### config.mk
export PLATFORM = sky130hd
export DESIGN_NAME = fifo_uart_tx
export DESIGN_NICKNAME = d
export VERILOG_FILES = /design/src/rtl/fifo_uart_tx.sv
export SDC_FILE = /design/constraint.sdc
export NUM_CORES = 1
export LEC_CHECK = 0
export CORE_AREA = 8 8 68 70
export CTS_CLUSTER_DIAMETER = 80
export DETAILED_ROUTE_END_ITERATION = 7
export DIE_AREA = 0 0 76 78
export PLACE_DENSITY = 0.87
export SLEW_MARGIN = 15
export SYNTH_ARGS = -nofsm -noshare
export SYNTH_HDL_FRONTEND = slang
export SYNTH_SLANG_ARGS = --single-unit
### constraint.sdc
create_clock -name clk -period 2.6 [get_ports clk]
set_input_delay 0.52 -clock clk [delete_from_list [all_inputs] [get_ports clk]]
set_output_delay 0.52 -clock clk [all_outputs]
set_load 0.1 [all_outputs]
### src/rtl/fifo_uart_tx.sv
// Pulls one byte at a time from an upstream FIFO and serialises it as a UART frame.
// RD_EN is issued one cycle after the IDLE decision, and tx is registered. The line stalls in IDLE while tx_en=0 or the FIFO is empty.
module fifo_uart_tx #(
    parameter int f_WIDTH      = 8,
    parameter int CLKS_PER_BIT = 16,
    parameter int PARITY_EN    = 0,
    parameter int STOP_BITS    = 1
) (
    input  logic               clk,
    input  logic               asyn_rst,
    input  logic [f_WIDTH-1:0] f_out,
    input  logic               f_empty,
    output logic               RD_EN,
    input  logic               tx_en,
    output logic               tx,
    output logic               tx_busy,
    output logic [15:0]        frame_cnt
);

    localparam int STOP_CLKS = CLKS_PER_BIT * STOP_BITS;
    localparam int CNT_W     = $clog2(STOP_CLKS);
    localparam int IDX_W     = (f_WIDTH > 1) ? $clog2(f_WIDTH) : 1;

    localparam logic [CNT_W-1:0] BIT_LAST  = CNT_W'(CLKS_PER_BIT - 1);
    localparam logic [CNT_W-1:0] STOP_LAST = CNT_W'(STOP_CLKS - 1);
    localparam logic [IDX_W-1:0] IDX_LAST  = IDX_W'(f_WIDTH - 1);

    typedef enum logic [2:0] {
        IDLE, FETCH, LOAD, START, DATA, PARITY, STOP
    } state_t;

    state_t             state_q, state_d;
    logic [CNT_W-1:0]   cnt_q, cnt_d;
    logic [IDX_W-1:0]   idx_q, idx_d;
    logic [f_WIDTH-1:0] shift_q, shift_d;
    logic               par_q, par_d;
    logic               tx_q, tx_d;
    logic               rd_en_q, rd_en_d;
    logic [15:0]        frame_cnt_q, frame_cnt_d;

    always_comb begin
        state_d     = state_q;
        cnt_d       = cnt_q + 1'b1;
        idx_d       = idx_q;
        shift_d     = shift_q;
        par_d       = par_q;
        frame_cnt_d = frame_cnt_q;

        case (state_q)
            IDLE: begin
                cnt_d = '0;
                if (tx_en && !f_empty) state_d = FETCH;
            end
            FETCH: begin
                cnt_d   = '0;
                state_d = LOAD;
            end
            LOAD: begin
                // f_out is valid here because RD_EN was high during FETCH
                cnt_d   = '0;
                shift_d = f_out;
                par_d   = ^f_out;
                state_d = START;
            end
            START: begin
                if (cnt_q == BIT_LAST) begin
                    cnt_d   = '0;
                    idx_d   = '0;
                    state_d = DATA;
                end
            end
            DATA: begin
                if (cnt_q == BIT_LAST) begin
                    cnt_d = '0;
                    if (idx_q == IDX_LAST) begin
                        idx_d   = '0;
                        state_d = (PARITY_EN != 0) ? PARITY : STOP;
                    end else begin
                        idx_d   = idx_q + 1'b1;
                        shift_d = shift_q >> 1;
                    end
                end
            end
            PARITY: begin
                if (cnt_q == BIT_LAST) begin
                    cnt_d   = '0;
                    state_d = STOP;
                end
            end
            STOP: begin
                if (cnt_q == STOP_LAST) begin
                    cnt_d       = '0;
                    state_d     = IDLE;
                    frame_cnt_d = frame_cnt_q + 16'd1;
                end
            end
            default: begin
                cnt_d   = '0;
                state_d = IDLE;
            end
        endcase

        // Outputs are decoded from next-state values so the registered copies line up with state_q
        rd_en_d = (state_d == FETCH);
        case (state_d)
            START:   tx_d = 1'b0;
            DATA:    tx_d = shift_d[0];
            PARITY:  tx_d = par_d;
            default: tx_d = 1'b1;
        endcase
    end

    always_ff @(posedge clk or negedge asyn_rst) begin
        if (!asyn_rst) begin
            state_q     <= IDLE;
            cnt_q       <= '0;
            idx_q       <= '0;
            shift_q     <= '0;
            par_q       <= 1'b0;
            tx_q        <= 1'b1;
            rd_en_q     <= 1'b0;
            frame_cnt_q <= '0;
        end else begin
            state_q     <= state_d;
            cnt_q       <= cnt_d;
            idx_q       <= idx_d;
            shift_q     <= shift_d;
            par_q       <= par_d;
            tx_q        <= tx_d;
            rd_en_q     <= rd_en_d;
            frame_cnt_q <= frame_cnt_d;
        end
    end

    assign RD_EN     = rd_en_q;
    assign tx        = tx_q;
    assign tx_busy   = (state_q != IDLE);
    assign frame_cnt = frame_cnt_q;

endmodule

==> results of run 1 <==
-- logic make-up after synthesis --
kind of cell,share of synthesized area [%]
xor gates and xnor gates,11.19
buffers and inverters,3.064
muxes,0.5996
DFF,49.37
adders and majority gates,2.665
AOI/OAI and AO/OA,12.99
and+or+nand+nor,20.12
-- per-layer routing --
layer	global-route usage, %	up-vias
met5	0	-
met4	6.275	0
met3	5.530	6
met2	22.45	50
met1	15.80	682
li1	-	673
-- area by class of cell --
| type | instances | share of cell area [%] |
|---|---|---|
| multi-input combinational | 117 | 39.60 |
| clock buffer | 6 | 2.274 |
| clock inverter | 2 | 1.664 |
| inverter | 5 | 0.8319 |
| timing repair buffer | 32 | 11.87 |
| sequential | 37 | 41.10 |
| tap | 48 | 2.662 |
-- worst register-to-register path: cells and delay by family, from the launching register on --
kind	cells	cell delay, ps
compound gates	2	580
simple gates	1	460
fa+ha+maj	2	450
flops	1	410
buf+inv	1	70
-- sequential cells by signal, summed over array words and instances (netlist names) --
signal	count
idx_q	3
RD_EN	1
cnt_q	4
state_q	3
par_q	1
shift_q	8
frame_cnt	16
tx	1
-- worst max-delay path by stage --
stage / slack [ps] / depth (start not counted) / startpoint / endpoint
after floorplan: 410 / 4 / frame_cnt[5]$_DFFE_PN0P_ / frame_cnt[10]$_DFFE_PN0P_
after global placement: 720 / 6 / idx_q[0]$_DFFE_PN0P_ / shift_q[0]$_DFF_PN0_
after detailed placement: 590 / 6 / idx_q[0]$_DFFE_PN0P_ / shift_q[0]$_DFF_PN0_
after CTS: 450 / 2 / state_q[0]$_DFF_PN0_ / tx_busy
after global routing: 350 / 2 / state_q[2]$_DFF_PN0_ / tx_busy
final: 450 / 2 / state_q[1]$_DFF_PN0_ / tx_busy
-- synth_stat cells (2+ instances only) --
cell / count / share of area, %
dfrtp_1: 36 / 48
xnor2_1: 18 / 8.4
nand2_1: 11 / 2.2
and3_1: 8 / 2.7
a221o_1: 6 / 3.2
nor2_1: 6 / 1.2
xor2_1: 6 / 2.8
a21oi_1: 5 / 1.3
inv_1: 5 / 1.0
ha_1: 4 / 2.7
nand3_1: 4 / 1.1
nand4_1: 4 / 1.3
o21ai_0: 4 / 1.1
a31oi_1: 3 / 1.0
buf_2: 3 / 0.80
nor3_1: 3 / 0.80
a211oi_1: 2 / 0.80
a21o_1: 2 / 0.80
and4_1: 2 / 0.93
buf_4: 2 / 0.80
nor2b_1: 2 / 0.67
nor3b_1: 2 / 0.80
o32ai_1: 2 / 0.93
or3_1: 2 / 0.67
-- power breakdown --
part	switching (mW)	internal, mW	total [mW]
sequential	0.00661	0.588	0.595
combinational	0.0383	0.0375	0.0759
clock	0.193	0.229	0.421
total	0.238	0.854	1.09
-- placed cells by master (no fill, tap or decap), types with 2 or more instances in the layout --
| cell type | n |
|---|---|
| or3_1 | 2 |
| buf_4 | 21 |
| nor2_1 | 6 |
| nor3b_1 | 2 |
| nand4_1 | 4 |
| a21o_1 | 2 |
| o21ai_0 | 4 |
| xnor2_1 | 18 |
| a31oi_1 | 3 |
| o32ai_1 | 2 |
| xor2_1 | 6 |
| clkdlybuf4s50_1 | 11 |
| a21oi_1 | 5 |
| and3_1 | 8 |
| ha_1 | 4 |
| nor2b_1 | 2 |
| clkbuf_4 | 5 |
| inv_1 | 5 |
| a211oi_1 | 2 |
| a221o_1 | 6 |
| and4_1 | 2 |
| nor3_1 | 3 |
| nand2_1 | 11 |
| nand3_1 | 4 |
| dfrtp_1 | 36 |
-- stage by stage --
| step | total power [mW] | instance area [um2] | utilization [%] | setup slack, ps | std cells |
|---|---|---|---|---|---|
| after floorplan | 0.6415 | 1878 | - | 409.5 | 166 |
| after global placement | 0.6794 | 2167 | 61.03 | 718.2 | 239 |
| after detailed placement | 0.6823 | 2167 | 61.03 | 593.6 | 239 |
| after CTS | 1.105 | 2256 | 63.53 | 454.8 | 247 |
| after global routing | 1.135 | 2256 | 63.53 | 347.4 | 247 |
| final | 1.092 | 2256 | 63.53 | 453.1 | 247 |
==> run_results.csv, run 1 <==
group,metric,value,unit
outcome,result_of_the_run,"finished, final reports clean",
detailed_routing,vias,1411,
clock_network,cts.repair_timing.setup_buffer_count,0,
synthesis,synth_fp_nets,182,
synthesis,synth.avg_cell_area,11.31,um2
detailed_routing,met2_length,1867,um
floorplan,placeable_core_area,0.003551,mm2
detailed_routing,vias_per_cell,5.713,
floorplan,initial_core_util,52.89,%
sta,fmax,0.4658,GHz
sta,final_min_period_over_clock_period,82.57,%
detailed_routing,drtIter0Drc,69,
placed_design,port_buffers,30,
synthesis,syn-instance-count,166,
clock_network,ctsHtreeMaxLevel,2,
global_routing,gr-total-overflow,0,
floorplan,die_area,0.005928,mm2
detailed_routing,detail_route.wirelength.met1,1706,um
final_layout,area_of_the_multi_input_gates,893.4,um2
detailed_routing,drcViolationCount,0,
detailed_routing,post_detailed_route_count_of_antenna_violating_nets,0,
final_layout,drive_above_1_share,20.10,%
clock_network,clock_latency,340,ps
synthesis,synth.distinct_cells,48,
clock_network,cts_tree,"yes",
final_layout,fill_cells,278,
sta,timing.clock.skew,7.063,ps
worst_hold_path,hold-path-endpoint,"frame_cnt[15]$_DFFE_PN0P_",
synthesis,synth_edf_count,0,
sta,max_slew.worst_pin.slew,563.7,ps
worst_setup_path,setup.worst_path.start_class,"register",
worst_setup_path,reg2reg_to,"shift_q[0]$_DFF_PN0_",
worst_setup_path,critical-path-max-stage-delay,570,ps
sta,slew_limit_fails,0,
global_routing,first_global_vias,1456,
global_routing,total_global_route_track_usage,13.87,%
worst_setup_path,crit_type,"register to output pin",
power_and_ir_drop,leakagePower,1.023,nW
placed_design,dp.final_hpwl,2865,um
final_layout,number_of_diodes_added_for_antenna_fixing,0,
worst_setup_path,worstPathMaxFanout,13,
worst_hold_path,hold_path_startpoint,"frame_cnt[15]$_DFFE_PN0P_",
clock_network,cts.reportedPaths.clkPinSlew,110,ps
worst_setup_path,timing.critical_path.cells,"or3_1 -> buf_4",
global_routing,grt_pass1_wl,6713,um
floorplan,die_h,78,um
synthesis,dominantRegCellSynth,"dfrtp_1",
placed_design,globalplace.congestion,0.8143,
power_and_ir_drop,pwr_density_cell,484.1,mW/mm2
worst_setup_path,worst_setup_path_end_kind,"output pin",
final_layout,final_net_count,214,
worst_hold_path,hold_path_depth,1,
worst_hold_path,worstHoldPathType,"register to register",
clock_network,postCtsResizedCells,0,
detailed_routing,met3RoutedLength,280,um
synthesis,synth.yosys.warnings,0,
sta,relSlewSlack,62.42,%
floorplan,ios,31,
detailed_routing,highest-signal-layer,"met4",
sta,final.min_clock_period,2147,ps
final_layout,final-seq-area,927.1,um2
worst_setup_path,crit_required,2080,ps
clock_network,number_of_buffers_added_by_the_clock_tree_synthesis_step,5,
sta,timing_hold_violations_final,0,
job,max_cap_viol_count,0,
synthesis,ys_seq_elements,37,
worst_setup_path,cpMaxStageDelayCell,"dfrtp_1",
worst_setup_path,cp_num_buf_inv,1,
detailed_routing,route.detailed.wl_per_inst,15.89,um
synthesis,synth_async_reset_ratio,100.0,%
detailed_routing,1st_pass_router_iterations,4,
worst_setup_path,reg2reg_setup_slack,510,ps
clock_network,clockRootBuffer,"clkbuf_4",
worst_setup_path,worstRegToRegCells,6,
global_routing,grt_antenna_before_repair,0,
sta,finalHoldWorstSlack,490.8,ps
sta,setup-tns-final,0,ps
clock_network,max-clock-path-buffers,2,
worst_setup_path,critical_path.reg2reg.startpoint,"idx_q[0]$_DFFE_PN0P_",
clock_network,clk_sinks,37,
sta,setup_viol,0,
worst_setup_path,cpLargestDelayFamily,"flip-flops",
final_layout,area_growth_syn_to_layout,20.12,%
sta,setup_repair_after_global_routing_missed_its_margin,"no",
global_routing,grt_max_degree,38,
clock_network,cts_hold_buffers,0,
floorplan,die_width,76,um
synthesis,register_area_share_after_synthesis,49.37,%
worst_setup_path,critical_path_arrival,1630,ps
synthesis,post_synth_instance_area,0.001878,mm2
power_and_ir_drop,largest_vdd_supply_drop,0.3763,mV
detailed_routing,drt-total-wl,3925,um
floorplan,std_cell_rows,22,
(Power assumes the default switching activity.)
==> inputs of run 2 (changes only) <==
Settings changed: CORE_AREA 8 8 68 70 to 8 8 73 75, DIE_AREA 0 0 76 78 to 0 0 81 83, PLACE_DENSITY 0.87 to 0.79.
Clock period 2.6 ns to 1.9 ns, I/O delays scaled along.
==> run 2 against run 1 <==
Net effect: via count increased by 2.5%; setup slack got worse by 350 ps; flip-flop and latch count unchanged; routed wire length increased by 3.8%; register-to-register slack got worse by 410 ps; sequential power increased by 37%; critical endpoint is now shift_q[0]$_DFF_PN0_; largest cell class unchanged; largest power group unchanged.
==> run_results.csv, run 2 (synthesized netlist as in run 1, its figures left out) <==
group,metric,value,unit
outcome,result_of_the_run,"finished, final reports clean",
clock_network,max-clock-path-buffers,2,
global_routing,grt_max_degree,38,
floorplan,placeable_core_area,0.004204,mm2
clock_network,clk_sinks,37,
global_routing,total_global_route_track_usage,12.55,%
final_layout,instances_no_fill,258,
placed_design,placed_cells,250,
clock_network,number_of_buffers_added_by_the_clock_tree_synthesis_step,5,
final_layout,drive_above_1_share,29.13,%
sta,setup-tns-final,0,ps
detailed_routing,1st_pass_router_iterations,4,
power_and_ir_drop,largest_vdd_supply_drop,0.4254,mV
floorplan,die_h,83,um
global_routing,grt_pass1_wl,6796,um
global_routing,gr-total-overflow,0,
sta,timing_hold_violations_final,0,
detailed_routing,highest-signal-layer,"met4",
final_layout,design_area_final,0.002567,mm2
placed_design,globalplace.congestion,0.8548,
clock_network,cts.repair_timing.setup_buffer_count,0,
power_and_ir_drop,pwr_density_cell,564.6,mW/mm2
final_layout,top_library_cells_by_usage_in_the_layout_fill_and_taps_aside,"dfrtp_1 (27), xnor2_1 (18), buf_12 (18), nand2_1 (11), clkdlybuf4s50_1 (11)",
sta,setup_repair_after_global_routing_missed_its_margin,"no",
detailed_routing,vias_per_cell,5.605,
worst_setup_path,critical_path_arrival,1970,ps
worst_hold_path,worstHoldPathType,"register to register",
worst_setup_path,timing.critical_path.cells,"ha_1 -> ha_1 -> nor4b_4 -> a211oi_1 -> a221oi_2 -> inv_1",
sta,postLayoutSetupSlackWorst,104.3,ps
worst_setup_path,setup.worst_path.start_class,"register",
floorplan,initial_core_util,44.67,%
worst_setup_path,cpMaxStageDelayCell,"dfrtp_1",
detailed_routing,met2_length,2050,um
sta,finalHoldWorstSlack,497.0,ps
sta,fmax,0.5569,GHz
placed_design,dp.final_hpwl,3077,um
final_layout,number_of_diodes_added_for_antenna_fixing,0,
detailed_routing,route.detailed.wl_per_inst,15.79,um
sta,final_min_period_over_clock_period,94.51,%
clock_network,cts.reportedPaths.clkPinSlew,80,ps
final_layout,fill_cells,340,
worst_setup_path,critical_path.startpoint,"idx_q[0]$_DFFE_PN0P_",
worst_hold_path,hold_path_startpoint,"idx_q[0]$_DFFE_PN0P_",
clock_network,clock_latency,290,ps
floorplan,die_width,81,um
sta,slew_limit_fails,0,
sta,relSlewSlack,69.92,%
worst_setup_path,critical_path.reg2reg.startpoint,"idx_q[0]$_DFFE_PN0P_",
sta,max_slew.worst_pin.slew,451.1,ps
worst_setup_path,cpLargestDelayFamily,"adder cells",
power_and_ir_drop,leakagePower,1.102,nW
detailed_routing,post_detailed_route_count_of_antenna_violating_nets,0,
final_layout,mostFrequentLayoutCell,"dfrtp_1",
worst_setup_path,worst_setup_path_end_kind,"register",
worst_setup_path,worstRegToRegCells,6,
placed_design,place_ws,-5.208,ps
clock_network,cts_hold_buffers,0,
detailed_routing,vias,1446,
final_layout,final_net_count,221,
job,max_cap_viol_count,0,
clock_network,ctsHtreeMaxLevel,2,
clock_network,clockRootBuffer,"clkbuf_8",
detailed_routing,drcViolationCount,0,
floorplan,std_cell_rows,24,
floorplan,ios,31,
worst_setup_path,reg2reg_to,"shift_q[0]$_DFF_PN0_",
sta,setup_viol,0,
detailed_routing,drt-total-wl,4073,um
worst_setup_path,reg2reg_setup_slack,100,ps
global_routing,grt_antenna_before_repair,0,
worst_setup_path,cell_depth_of_the_worst_setup_path,6,
worst_setup_path,worstPathMaxFanout,4,
detailed_routing,met3RoutedLength,254,um
worst_setup_path,cp_num_buf_inv,1,
sta,timing.clock.skew,10.43,ps
worst_setup_path,crit_required,2070,ps
global_routing,first_global_vias,1422,
sta,final.min_clock_period,1796,ps
clock_network,cts_tree,"yes",
detailed_routing,drtIter0Drc,63,
worst_setup_path,setup.worst_path.end,"shift_q[0]$_DFF_PN0_",
final_layout,largest_reg_flops,16,
final_layout,area_growth_syn_to_layout,36.71,%
placed_design,port_buffers,30,
floorplan,die_area,0.006723,mm2
worst_setup_path,crit_type,"register to register",
detailed_routing,detail_route.wirelength.met1,1711,um
placed_design,placed_cell_area,0.002461,mm2
worst_setup_path,critical-path-top-cell-by-count,"ha_1",
worst_setup_path,critical-path-max-stage-delay,400,ps
run 2: changes by cell type in the layout (fill, tap and decap cells not counted), sizes merged:
cell      change
buf           +7
clkinv        +2
bufinv        -1
clkinvlp      -1
run 2: worst register-to-register path: stages, from the launching register on:
cell and delay [ps]:
dfrtp_1 400, ha_1 200, ha_1 260, nor4b_4 350, a211oi_1 140, a221oi_2 260
inv_1 90
run 2: power breakdown:
part | total (mW) | internal [mW] | switching [mW]
Sequential | 0.816 | 0.805 | 0.0112
Clock | 0.527 | 0.254 | 0.273
Combinational | 0.106 | 0.0548 | 0.0513
run 2: stage by stage:
step / total power [mW] / util, %
after detailed placement: 0.9370 / 58.54
after floorplan: 0.8777 / -
final: 1.449 / 61.07
after global placement: 0.9345 / 58.54
after CTS: 1.461 / 60.68
after global routing: 1.517 / 61.07
run 2: final cells by class:
type / count / area [um2] / share of cell area (%)
inverters: 5 / 18.77 / 0.7310
well taps: 52 / 65.06 / 2.534
flip-flops and latches: 37 / 938.4 / 36.55
clock inverters: 2 / 10.01 / 0.3899
repair buffers: 39 / 545.5 / 21.25
clock buffers: 6 / 72.57 / 2.827
multi-input cells: 117 / 917.1 / 35.72
run 2: worst min path at each step:
stage	end	slack, ps	cells after the start
global route	shift_q[7]$_DFFE_PN0P_	510	1
CTS	idx_q[0]$_DFFE_PN0P_	490	1
detailed placement	shift_q[7]$_DFFE_PN0P_	480	1
floorplan	RD_EN$_DFF_PN0_	80	0
finish	idx_q[0]$_DFFE_PN0P_	500	1
global placement	cnt_q[0]$_DFF_PN0_	470	1
run 2: routing by layer:
metal / global-route usage (%) / up-vias
met5: 0 / -
met4: 4.065 / 0
met3: 3.341 / 6
met2: 20.58 / 49
met1: 15.36 / 708
li1: - / 683
run 2: what timing repair did:
item                       in CTS  in global routing
pin swaps                       0                  0
resized for setup               1                  5
setup endpoints to repair       2                 11
==> inputs of run 3 (changes only) <==
Settings changed: SLEW_MARGIN 15 to not set.
==> results of run 3 <==
The final DEF is identical to that of run 2; final timing and power are the same.
